`config.mk`:
```
export PLATFORM = sky130hd
export DESIGN_NAME = uart_cmd_rx
export DESIGN_NICKNAME = d
export VERILOG_FILES = /design/src/rtl/uart_cmd_pkg.sv /design/src/rtl/uart_byte_rx.sv /design/src/rtl/uart_cmd_rx.sv
export SDC_FILE = /design/constraint.sdc
export NUM_CORES = 1
export LEC_CHECK = 0
export ABC_AREA = 1
export BUFFER_PORTS_ARGS = -buffer_cell sky130_fd_sc_hd__buf_2
export CORE_UTILIZATION = 65
export DETAILED_ROUTE_END_ITERATION = 8
export PLACE_DENSITY_LB_ADDON = 0.3
export SLEW_MARGIN = 20
export SYNTH_ARGS = -nofsm -noshare
export SYNTH_HDL_FRONTEND = slang
export SYNTH_SLANG_ARGS = --single-unit
```
`constraint.sdc`:
```
create_clock -name clk -period 3.7 [get_ports clk]
set_input_delay 0.185 -clock clk [delete_from_list [all_inputs] [get_ports clk]]
set_output_delay 0.185 -clock clk [all_outputs]
set_load 0.005 [all_outputs]
```
`src/rtl/uart_cmd_pkg.sv`:
```
// Shared definitions for the host command receiver: frame header, parser
// states, error causes and the command codes the top level decodes.
package uart_cmd_pkg;

  localparam logic [7:0] FRAME_HDR = 8'hA5;

  typedef enum logic [2:0] {
    P_HUNT = 3'd0,
    P_CMD  = 3'd1,
    P_DHI  = 3'd2,
    P_DLO  = 3'd3,
    P_CHK  = 3'd4
  } parser_state_e;

  localparam logic [1:0] ERR_STOP = 2'd1;
  localparam logic [1:0] ERR_CHK  = 2'd2;
  localparam logic [1:0] ERR_TMO  = 2'd3;

  localparam logic [7:0] CMD_FAN      = 8'h01;
  localparam logic [7:0] CMD_ALARM_EN = 8'h02;
  localparam logic [7:0] CMD_TEMP_TH  = 8'h03;
  localparam logic [7:0] CMD_HUMI_TH  = 8'h04;

  function automatic logic [7:0] frame_chk(input logic [7:0] c,
                                           input logic [7:0] dhi,
                                           input logic [7:0] dlo);
    return c ^ dhi ^ dlo;
  endfunction

endpackage

```
`src/rtl/uart_byte_rx.sv`:
```
// 8N1 byte receiver: 2-flop synchroniser, mid-bit sampling and a small
// IDLE/START/DATA/STOP state machine producing one-cycle byte/error pulses.
module uart_byte_rx #(
  parameter int CLK_FRE   = 50,
  parameter int BAUD_RATE = 115200
) (
  input  logic       clk,
  input  logic       rst_n,
  input  logic       rx_i,
  output logic [7:0] byte_o,
  output logic       byte_valid_o,
  output logic       stop_err_o,
  output logic       line_idle_o
);

  localparam int BIT_CYC = CLK_FRE * 1_000_000 / BAUD_RATE;
  localparam int HALF    = BIT_CYC / 2;
  localparam int CW      = $clog2(BIT_CYC + 1);
  localparam logic [CW-1:0] HALF_M1 = CW'(HALF - 1);
  localparam logic [CW-1:0] BIT_M1  = CW'(BIT_CYC - 1);

  localparam logic [1:0] S_IDLE  = 2'd0;
  localparam logic [1:0] S_START = 2'd1;
  localparam logic [1:0] S_DATA  = 2'd2;
  localparam logic [1:0] S_STOP  = 2'd3;

  logic          meta_q, sync_q, prev_q;
  logic [1:0]    state_q, state_d;
  logic [CW-1:0] cnt_q, cnt_d;
  logic [2:0]    bit_q, bit_d;
  logic [7:0]    shift_q, shift_d;
  logic          wait_q, wait_d;
  logic          bv_q, bv_d;
  logic          se_q, se_d;
  logic          fall;

  assign fall = prev_q & ~sync_q;

  always_ff @(posedge clk or negedge rst_n) begin
    if (!rst_n) begin
      meta_q <= 1'b1;
      sync_q <= 1'b1;
      prev_q <= 1'b1;
    end else begin
      meta_q <= rx_i;
      sync_q <= meta_q;
      prev_q <= sync_q;
    end
  end

  always_comb begin
    state_d = state_q;
    cnt_d   = cnt_q;
    bit_d   = bit_q;
    shift_d = shift_q;
    wait_d  = wait_q;
    bv_d    = 1'b0;
    se_d    = 1'b0;
    case (state_q)
      S_IDLE: begin
        if (fall) begin
          state_d = S_START;
          cnt_d   = '0;
        end
      end
      S_START: begin
        // A start bit that is high again at mid-bit is a glitch: drop it quietly.
        if (cnt_q == HALF_M1) begin
          cnt_d = '0;
          bit_d = 3'd0;
          state_d = sync_q ? S_IDLE : S_DATA;
        end else begin
          cnt_d = cnt_q + CW'(1);
        end
      end
      S_DATA: begin
        if (cnt_q == BIT_M1) begin
          cnt_d   = '0;
          shift_d = {sync_q, shift_q[7:1]};
          if (bit_q == 3'd7) state_d = S_STOP;
          else               bit_d   = bit_q + 3'd1;
        end else begin
          cnt_d = cnt_q + CW'(1);
        end
      end
      S_STOP: begin
        // After a bad stop bit, hold here until the line returns high.
        if (wait_q) begin
          if (sync_q) begin
            wait_d  = 1'b0;
            state_d = S_IDLE;
          end
        end else if (cnt_q == BIT_M1) begin
          cnt_d = '0;
          if (sync_q) begin
            bv_d    = 1'b1;
            state_d = S_IDLE;
          end else begin
            se_d   = 1'b1;
            wait_d = 1'b1;
          end
        end else begin
          cnt_d = cnt_q + CW'(1);
        end
      end
      default: state_d = S_IDLE;
    endcase
  end

  always_ff @(posedge clk or negedge rst_n) begin
    if (!rst_n) begin
      state_q <= S_IDLE;
      cnt_q   <= '0;
      bit_q   <= 3'd0;
      shift_q <= 8'h00;
      wait_q  <= 1'b0;
      bv_q    <= 1'b0;
      se_q    <= 1'b0;
    end else begin
      state_q <= state_d;
      cnt_q   <= cnt_d;
      bit_q   <= bit_d;
      shift_q <= shift_d;
      wait_q  <= wait_d;
      bv_q    <= bv_d;
      se_q    <= se_d;
    end
  end

  assign byte_o       = shift_q;
  assign byte_valid_o = bv_q;
  assign stop_err_o   = se_q;
  assign line_idle_o  = (state_q == S_IDLE);

endmodule

```
`src/rtl/uart_cmd_rx.sv`:
```
// Host command receiver: parses 5-byte frames (A5, cmd, dhi, dlo, xor-chk)
// from the byte receiver and emits validated commands or error strobes.
module uart_cmd_rx
  import uart_cmd_pkg::*;
#(
  parameter int CLK_FRE      = 50,
  parameter int BAUD_RATE    = 115200,
  parameter int TIMEOUT_BITS = 100
) (
  input  logic        clk,
  input  logic        rst_n,
  input  logic        uart_rx,
  output logic        cmd_valid,
  output logic [7:0]  cmd,
  output logic [15:0] cmd_data,
  output logic        frame_err,
  output logic [1:0]  err_code,
  output logic        busy
);

  localparam int BIT_CYC = CLK_FRE * 1_000_000 / BAUD_RATE;
  localparam int TMO_CYC = TIMEOUT_BITS * BIT_CYC;
  localparam int TW      = $clog2(TMO_CYC + 1);
  localparam logic [TW-1:0] TMO_M1 = TW'(TMO_CYC - 1);

  logic [7:0]    rx_byte;
  logic          byte_valid, stop_err, line_idle;

  parser_state_e pstate_q, pstate_d;
  logic [7:0]    cmd_sh_q, cmd_sh_d, dhi_q, dhi_d, dlo_q, dlo_d;
  logic [7:0]    cmd_q, cmd_d;
  logic [15:0]   data_q, data_d;
  logic          cv_q, cv_d, fe_q, fe_d;
  logic [1:0]    ec_q, ec_d;
  logic [TW-1:0] tmo_q, tmo_d;
  logic          tmo_hit;

  uart_byte_rx #(
    .CLK_FRE   (CLK_FRE),
    .BAUD_RATE (BAUD_RATE)
  ) u_byte_rx (
    .clk          (clk),
    .rst_n        (rst_n),
    .rx_i         (uart_rx),
    .byte_o       (rx_byte),
    .byte_valid_o (byte_valid),
    .stop_err_o   (stop_err),
    .line_idle_o  (line_idle)
  );

  // Inter-byte gap timer: only counts while a frame is open and the line is idle.
  assign tmo_hit = (pstate_q != P_HUNT) && line_idle && !byte_valid && (tmo_q == TMO_M1);

  always_comb begin
    if (pstate_q == P_HUNT || !line_idle || byte_valid) tmo_d = '0;
    else                                                tmo_d = tmo_q + TW'(1);
  end

  always_comb begin
    pstate_d = pstate_q;
    cmd_sh_d = cmd_sh_q;
    dhi_d    = dhi_q;
    dlo_d    = dlo_q;
    cmd_d    = cmd_q;
    data_d   = data_q;
    cv_d     = 1'b0;
    fe_d     = 1'b0;
    ec_d     = ec_q;
    if (stop_err) begin
      fe_d     = 1'b1;
      ec_d     = ERR_STOP;
      pstate_d = P_HUNT;
    end else if (byte_valid) begin
      case (pstate_q)
        P_HUNT: if (rx_byte == FRAME_HDR) pstate_d = P_CMD;
        P_CMD: begin
          cmd_sh_d = rx_byte;
          pstate_d = P_DHI;
        end
        P_DHI: begin
          dhi_d    = rx_byte;
          pstate_d = P_DLO;
        end
        P_DLO: begin
          dlo_d    = rx_byte;
          pstate_d = P_CHK;
        end
        P_CHK: begin
          if (rx_byte == frame_chk(cmd_sh_q, dhi_q, dlo_q)) begin
            cmd_d  = cmd_sh_q;
            data_d = {dhi_q, dlo_q};
            cv_d   = 1'b1;
          end else begin
            fe_d = 1'b1;
            ec_d = ERR_CHK;
          end
          pstate_d = P_HUNT;
        end
        default: pstate_d = P_HUNT;
      endcase
    end else if (tmo_hit) begin
      fe_d     = 1'b1;
      ec_d     = ERR_TMO;
      pstate_d = P_HUNT;
    end
  end

  always_ff @(posedge clk or negedge rst_n) begin
    if (!rst_n) begin
      pstate_q <= P_HUNT;
      cmd_sh_q <= 8'h00;
      dhi_q    <= 8'h00;
      dlo_q    <= 8'h00;
      cmd_q    <= 8'h00;
      data_q   <= 16'h0000;
      cv_q     <= 1'b0;
      fe_q     <= 1'b0;
      ec_q     <= 2'd0;
      tmo_q    <= '0;
    end else begin
      pstate_q <= pstate_d;
      cmd_sh_q <= cmd_sh_d;
      dhi_q    <= dhi_d;
      dlo_q    <= dlo_d;
      cmd_q    <= cmd_d;
      data_q   <= data_d;
      cv_q     <= cv_d;
      fe_q     <= fe_d;
      ec_q     <= ec_d;
      tmo_q    <= tmo_d;
    end
  end

  assign cmd_valid = cv_q;
  assign cmd       = cmd_q;
  assign cmd_data  = data_q;
  assign frame_err = fe_q;
  assign err_code  = ec_q;
  assign busy      = (pstate_q != P_HUNT);

endmodule

```
# Word-level counts from Yosys, hierarchy flattened
# Index checks and enable logic that the tools add are counted.
[word_totals] reg_bits=99 latchBits=0 ramBits=0 romBits=0 input_bits=3 output_inout_bits=29 word_cells=120 n_memories=0
[classes] n_addsub=3 mul=0 div_mod_pow=0 magnitude_cmp=0 eq_ne=23 shift=0 muxes=47 n_bitwise=5 n_reduce_logical=22
[ops] cell="9-bit two-way mux" count=4
[ops] cell="9-bit case mux with 4 select lines" count=1
[ops] cell="2-bit two-way mux" count=13
[ops] cell="3-bit two-way mux" count=7
[ops] cell="1-bit two-way mux" count=18
[ops] cell="16-bit by 1-bit adder with 16-bit output, second input constant" count=1
[ops] cell="16-bit == test, second input constant" count=1
[ops] cell="16-bit two-way mux" count=1
[ops] cell="8-bit bitwise XOR" count=2
[ops] cell="3-bit case mux with 4 select lines" count=1
[ops] cell="3-bit AND reduction" count=4
[ops] cell="9-bit by 1-bit adder with 9-bit output, second input constant" count=1
[ops] cell="9-bit by 8-bit == test with 1-bit output, second input constant" count=1
[ops] cell="9-bit == test, second input constant" count=1
[ops] cell="8-bit == test" count=1
[ops] cell="8-bit == test, second input constant" count=1
[ops] cell="2-bit by 1-bit != test with 1-bit output, second input constant" count=4
[ops] cell="2-bit case mux with 4 select lines" count=1
[ops] cell="4-bit AND reduction" count=2
[ops] cell="3-bit by 2-bit == test with 1-bit output, second input constant" count=2
[ops] cell="3-bit == test, second input constant" count=2
[ops] cell="3-bit != test, second input constant" count=2
[ops] cell="3-bit case mux with 2 select lines" count=1
[ops] cell="2-bit AND reduction" count=3
[ops] cell="other kinds (17)" count=25

# Logic depth before layout (Yosys ltp)
[depth] depth_word=7 depth_mapped=14

# Modules after synthesis
# A second synthesis with hierarchy kept.
[hier_totals] hier_cells=595 hier_area_um2=4941.0
[by_module_without_submodules] module="uart_cmd_rx" n_inst=1 cells_each=420 area_each_um2=3415.8 seq_area_each_um2=1776.7
[by_module_without_submodules] module="uart_byte_rx" n_inst=1 cells_each=175 area_each_um2=1525.2 seq_area_each_um2=704.4

# Worst setup path after synthesis
# Ideal clock, no wire load.
[synth_timing] path_kind="reg2reg" start="reg u_byte_rx.cnt_q[1]" end="reg u_byte_rx.bit_q[0]" arrival_time_ps=1395 required_ps=3573 setup_slack_ps=2178 stages_incl_launch_ff=10 n_path_buf=0 synth_period_minus_slack_ps=1522 path_cell_list="dfrtp_1 > inv_1 > ha_1 > nand2_1 > nor3_1 > nand2_1 > nor3_2 > o21ai_0 > nand2_1 > o21ai_0"
[synth_between] elab_chain_len=3
[synth_lines] item="start: declaration" line="uart_byte_rx.sv:29" rtl="logic [CW-1:0] cnt_q, cnt_d;"
[synth_lines] item="start signal: assignment" line="uart_byte_rx.sv:121" rtl="cnt_q <= cnt_d;"
[synth_lines] item="9-bit == test / 9-bit by 8-bit == test with 1-bit output (equally long branches)" line="uart_byte_rx.sv:77, uart_byte_rx.sv:68"
[synth_lines] item="2-bit by 1-bit != test with 1-bit output (no line)"
[synth_lines] item="4-bit AND reduction (no line) *"
[synth_lines] item="end signal: assignment" line="uart_byte_rx.sv:122" rtl="bit_q <= bit_d;"
[synth_lines] item="end: declaration" line="uart_byte_rx.sv:30" rtl="logic [2:0] bit_q, bit_d;"
# Mark *: on every way between the ends. The rest lies on a longest branch, timed or not.
# A chain may end at the register's enable or synchronous reset.

# Worst setup path in the final report
[layout_timing] start="reg pstate_q[1]" end="reg data_q[12] (netlist: cmd_data[12])"
[layout_between] elab_chain_len=2
[layout_lines] item="start: declaration" line="uart_cmd_rx.sv:29" rtl="parser_state_e pstate_q, pstate_d;"
[layout_lines] item="start signal: assignment" line="uart_cmd_rx.sv:121" rtl="pstate_q <= pstate_d;"
[layout_lines] item="3-bit == test" line="uart_cmd_rx.sv:74" rtl="case (pstate_q)"
[layout_lines] item="4-bit AND reduction (no line)"
[layout_lines] item="end signal: assignment" line="uart_cmd_rx.sv:126" rtl="data_q <= data_d;"
[layout_lines] item="end: declaration" line="uart_cmd_rx.sv:32" rtl="logic [15:0] data_q, data_d;"
# Every way passes these cells.

==> results.md <==
* Status: complete, but fails checks
* Failing checks: hold timing
* Largest net degree at the start of global routing at a little over 80
* Cell count after synthesis at 574
* Sequential-to-total area share from yosys stat at 53.0%
* DRT iter0 DRCs at between 150 and 200
* Switching Share at between 20% and 30%
* H-Tree Depth at 3
* Worst slack at placement at 1.61 ns
* Tot Pwr at 0.00200 W
* Post-route DRC at 0
* Number of diodes at 0
* Routed via count at 3729
* Mapped Area at 4680 µm²
* Cells along the critical path: nor3_1 -> nand2_1 -> nor2_2 -> nand2_4 -> nand2_1 -> nand2_1
* Area share of and/or/nand/nor cells after synthesis at 27.0%
* Clock sink count at 99
* Worst-path clk slew at 0.09 ns
* Mux share of post-synthesis cell area at 0%
* Sequential Power Share at 57.0%
* Post-Route WL at around 8900 µm
* Synth area leaders: dfrtp_1, nand2_1, inv_1, nand3_1, o21ai_0
* PwrDens at ~390 nW/µm²
* Port bufs at 31
* Initial Util at 68.1%
* CP Data Required Time at 3.95 ns
* Max_slew headroom at 34.3%
* Die width at 86.8 µm
* Slew Viols, Final at 0
* Post-synth top area share at approximately 51%
* Period utilization at 57.6%
* Critical Path Start Type: flip-flop
* Post-Synth Adder-Cell Area at 1.60%
* Logic pwr share at 11.5%
* CP Class: reg -> reg
* Setup violators final at 0
* Vias in the first global route at 3603
* Die area at 7540 µm²
* Setup crit end kind: flip-flop
* First-pass GRT wire length at 15500 µm
* Slowest Stage Delay on Critical Path at 0.75 ns
* Upper clock frequency limit at 469 MHz
* Worst Skew at 0.00904 ns
* Ys Warns at 0
* Post-cts resize count at 0
* Worst Hold Class: in -> async
* Setup TNS Final at 0 ns
* Drt pass-1 iters at 4
* FF-to-FF Start: pstate_q[1]$_DFFE_PN0P_
* CP arrival at 2.38 ns
* Hold Buf Count CTS at 1
* Post-Synth XOR/XNOR Area at 3.93%
* Synth area leader: dfrtp_1
* FF-to-FF End: cmd_data[12]$_DFFE_PN0P_
* Switching pwr at 0.000544 W
* CTS Root Cell: clkbuf_8
* #FFs+latches synth at 99
* Netlist cell types at 30
* Min Tclk post-route at 2.13 ns
* Final #Nets at 617
* Gr ovfl total at 0
* Postcts setup bufs at 0
* Most used cell along the critical path: nand2_1
* Minimum hold slack at -0.0149 ns
* WL per Instance at 12.6 µm
* R2R depth at 6
* R2r setup slk at ~1.6 ns
* CTS tree: built
* RSZ-0062 raised after global routing: false
* Core Region at 6870 µm²
* Mean Syn Cell Area at 8.15 µm²
* Clk_lat worst skew at 0.36 ns
* Final hold vios at 56
* Slew @ Worst Pin at ~0.98 ns
* Synth Area in Compound Gates at 7.27%
* Critical Path Fanout Max at 25
* Crit-path slowest cell: nor2_2
* Syn_nets at 583
* Max VDD drop at 0.000233 V
* CTS buffer count at 9
* GPL Wtd Cong at 0.865
* LEAKAGE at around 2.6 nW
* Vias per std cell at 5.27
* DPL Wire Length at 6250 µm
* Io pins at 32
* Share of post-route cells with drive strength above 1 at approximately a tenth
* Internal cell power at ~0.0015 W
* Max_cap viols at 0
* Gr usage total at 26.6%
* Final Worst Setup Slack at 1.57 ns
* Synthesis-to-layout area growth at 8.80%
* Main combinational cell family by area after synthesis: simple AND/OR/NAND/NOR gates
* Initial antenna violation count at 0
* Clock network fraction of total power at between 30% and 40%
* # rows at 30
* Clock buffer depth at 2
* Antenna Nets Post-Route at 0
* Die H at 86.8 µm
-- per-stage QoR --
step                      area (µm²)  std cells  util, %
after global placement          4900        692     71.4
final                           5090        708     74.1
after CTS                       5090        708     74.1
after detailed placement        4900        692     71.4
after global routing            5090        708     74.1
after floorplan                 4680        574        -
-- power by group through the flow --
| stage | Sequential, W | Combinational [W] | Clock, W |
|---|---|---|---|
| 6_report | 0.00114 | 0.000230 | 0.000629 |
| 5_1_grt | 0.00114 | 0.000269 | 0.000688 |
| 4_1_cts | 0.00114 | 0.000232 | 0.000644 |
| 3_5_place_dp | 0.00116 | 0.000230 | 0 |
| 3_3_place_gp | 0.00116 | 0.000221 | 0 |
| 2_1_floorplan | 0.00115 | 0.000167 | 0 |
-- worst max-delay path by stage --
| stage | startpoint | to | depth (start not counted) |
|---|---|---|---|
| finish | pstate_q[1]$_DFFE_PN0P_ | cmd_data[12]$_DFFE_PN0P_ | 6 |
| CTS | pstate_q[1]$_DFFE_PN0P_ | cmd_data[12]$_DFFE_PN0P_ | 6 |
| floorplan | u_byte_rx.cnt_q[1]$_DFFE_PN0P_ | u_byte_rx.bit_q[0]$_DFFE_PN0P_ | 9 |
| detailed placement | pstate_q[1]$_DFFE_PN0P_ | cmd_data[12]$_DFFE_PN0P_ | 6 |
| global placement | pstate_q[0]$_DFFE_PN0P_ | cmd[7]$_DFFE_PN0P_ | 6 |
| global route | pstate_q[1]$_DFFE_PN0P_ | cmd_data[6]$_DFFE_PN0P_ | 6 |
-- sequential cells by signal (all words and copies together), names as in the netlist, named ones only --
signal                  cells
cmd_valid                   1
err_code                    2
u_byte_rx.stop_err_o        1
u_byte_rx.meta_q            1
tmo_q                      16
cmd_data                   16
u_byte_rx.prev_q            1
frame_err                   1
u_byte_rx.byte_valid_o      1
cmd                         8
u_byte_rx.wait_q            1
dlo_q                       8
u_byte_rx.bit_q             3
dhi_q                       8
pstate_q                    3
u_byte_rx.byte_o            8
u_byte_rx.sync_q            1
u_byte_rx.cnt_q             9
cmd_sh_q                    8
u_byte_rx.state_q           1
-- cells in the mapped netlist (all sizes together) --
| cell type | count |
|---|---|
| nand2 | 188 |
| dfrtp | 96 |
| inv | 71 |
| nand3 | 46 |
| o21ai | 45 |
| nor2 | 40 |
| a21oi | 13 |
| nor3 | 13 |
| xor2 | 13 |
| nand4 | 11 |
| xnor2 | 8 |
| ha | 6 |
| buf | 5 |
| clkbuf | 5 |
| dfstp | 3 |
| clkinv | 2 |
| nor4 | 2 |
| o211ai | 2 |
| o22ai | 2 |
| a31oi | 1 |
| o21a | 1 |
| o221ai | 1 |
-- critical path: cells and delay by family, from the launching register on --
kind / cells / cell delay (ns)
AND/OR/NAND/NOR: 6 / 1.58
flip-flops: 1 / 0.44
-- routing by layer --
layer | global-route usage (%) | vias to the layer above | part of all wire (%)
met3 | 3.71 | 21 | 4.0
met1 | 33.8 | 1730 | 44
met4 | 13.2 | 0 | 2.6
met2 | 44.7 | 88 | 49
li1 | - | 1890 | -
met5 | 0 | - | 0
-- kinds of logic (layout without fill, tap and decap cells) --
logic type,count (synthesis),in the layout
and+or+nand+nor,300,300
xor gates and xnor gates,21,21
DFF,99,99
adders and majority gates,6,6
buffers and inverters,83,121
AOI/OAI and AO/OA,65,65
-- final cells by class --
| cell class | instances | area [µm²] |
|---|---|---|
| flip-flops and latches | 99 | 2480 |
| multi-input cells | 392 | 1860 |
| fillers | 519 | 1780 |
| inverters | 73 | 275 |
| repair buffers | 33 | 175 |
| clock buffers | 11 | 151 |
| well taps | 96 | 120 |
| clock inverters | 4 | 26.3 |
-- layout by cell type, fill, tap and decap left out, drive strengths merged, types with 8 or more instances in the layout --
cell    Yosys  routed
xnor2       8       8
o21ai      45      45
inv        71      71
nand3      46      46
dfrtp      96      96
nand4      11      11
buf         5      32
nand2     188     188
xor2       13      13
clkbuf      5      11
nor3       13      13
nor2       40      40
a21oi      13      13
No activity file was read; power rests on OpenSTA's default activity.
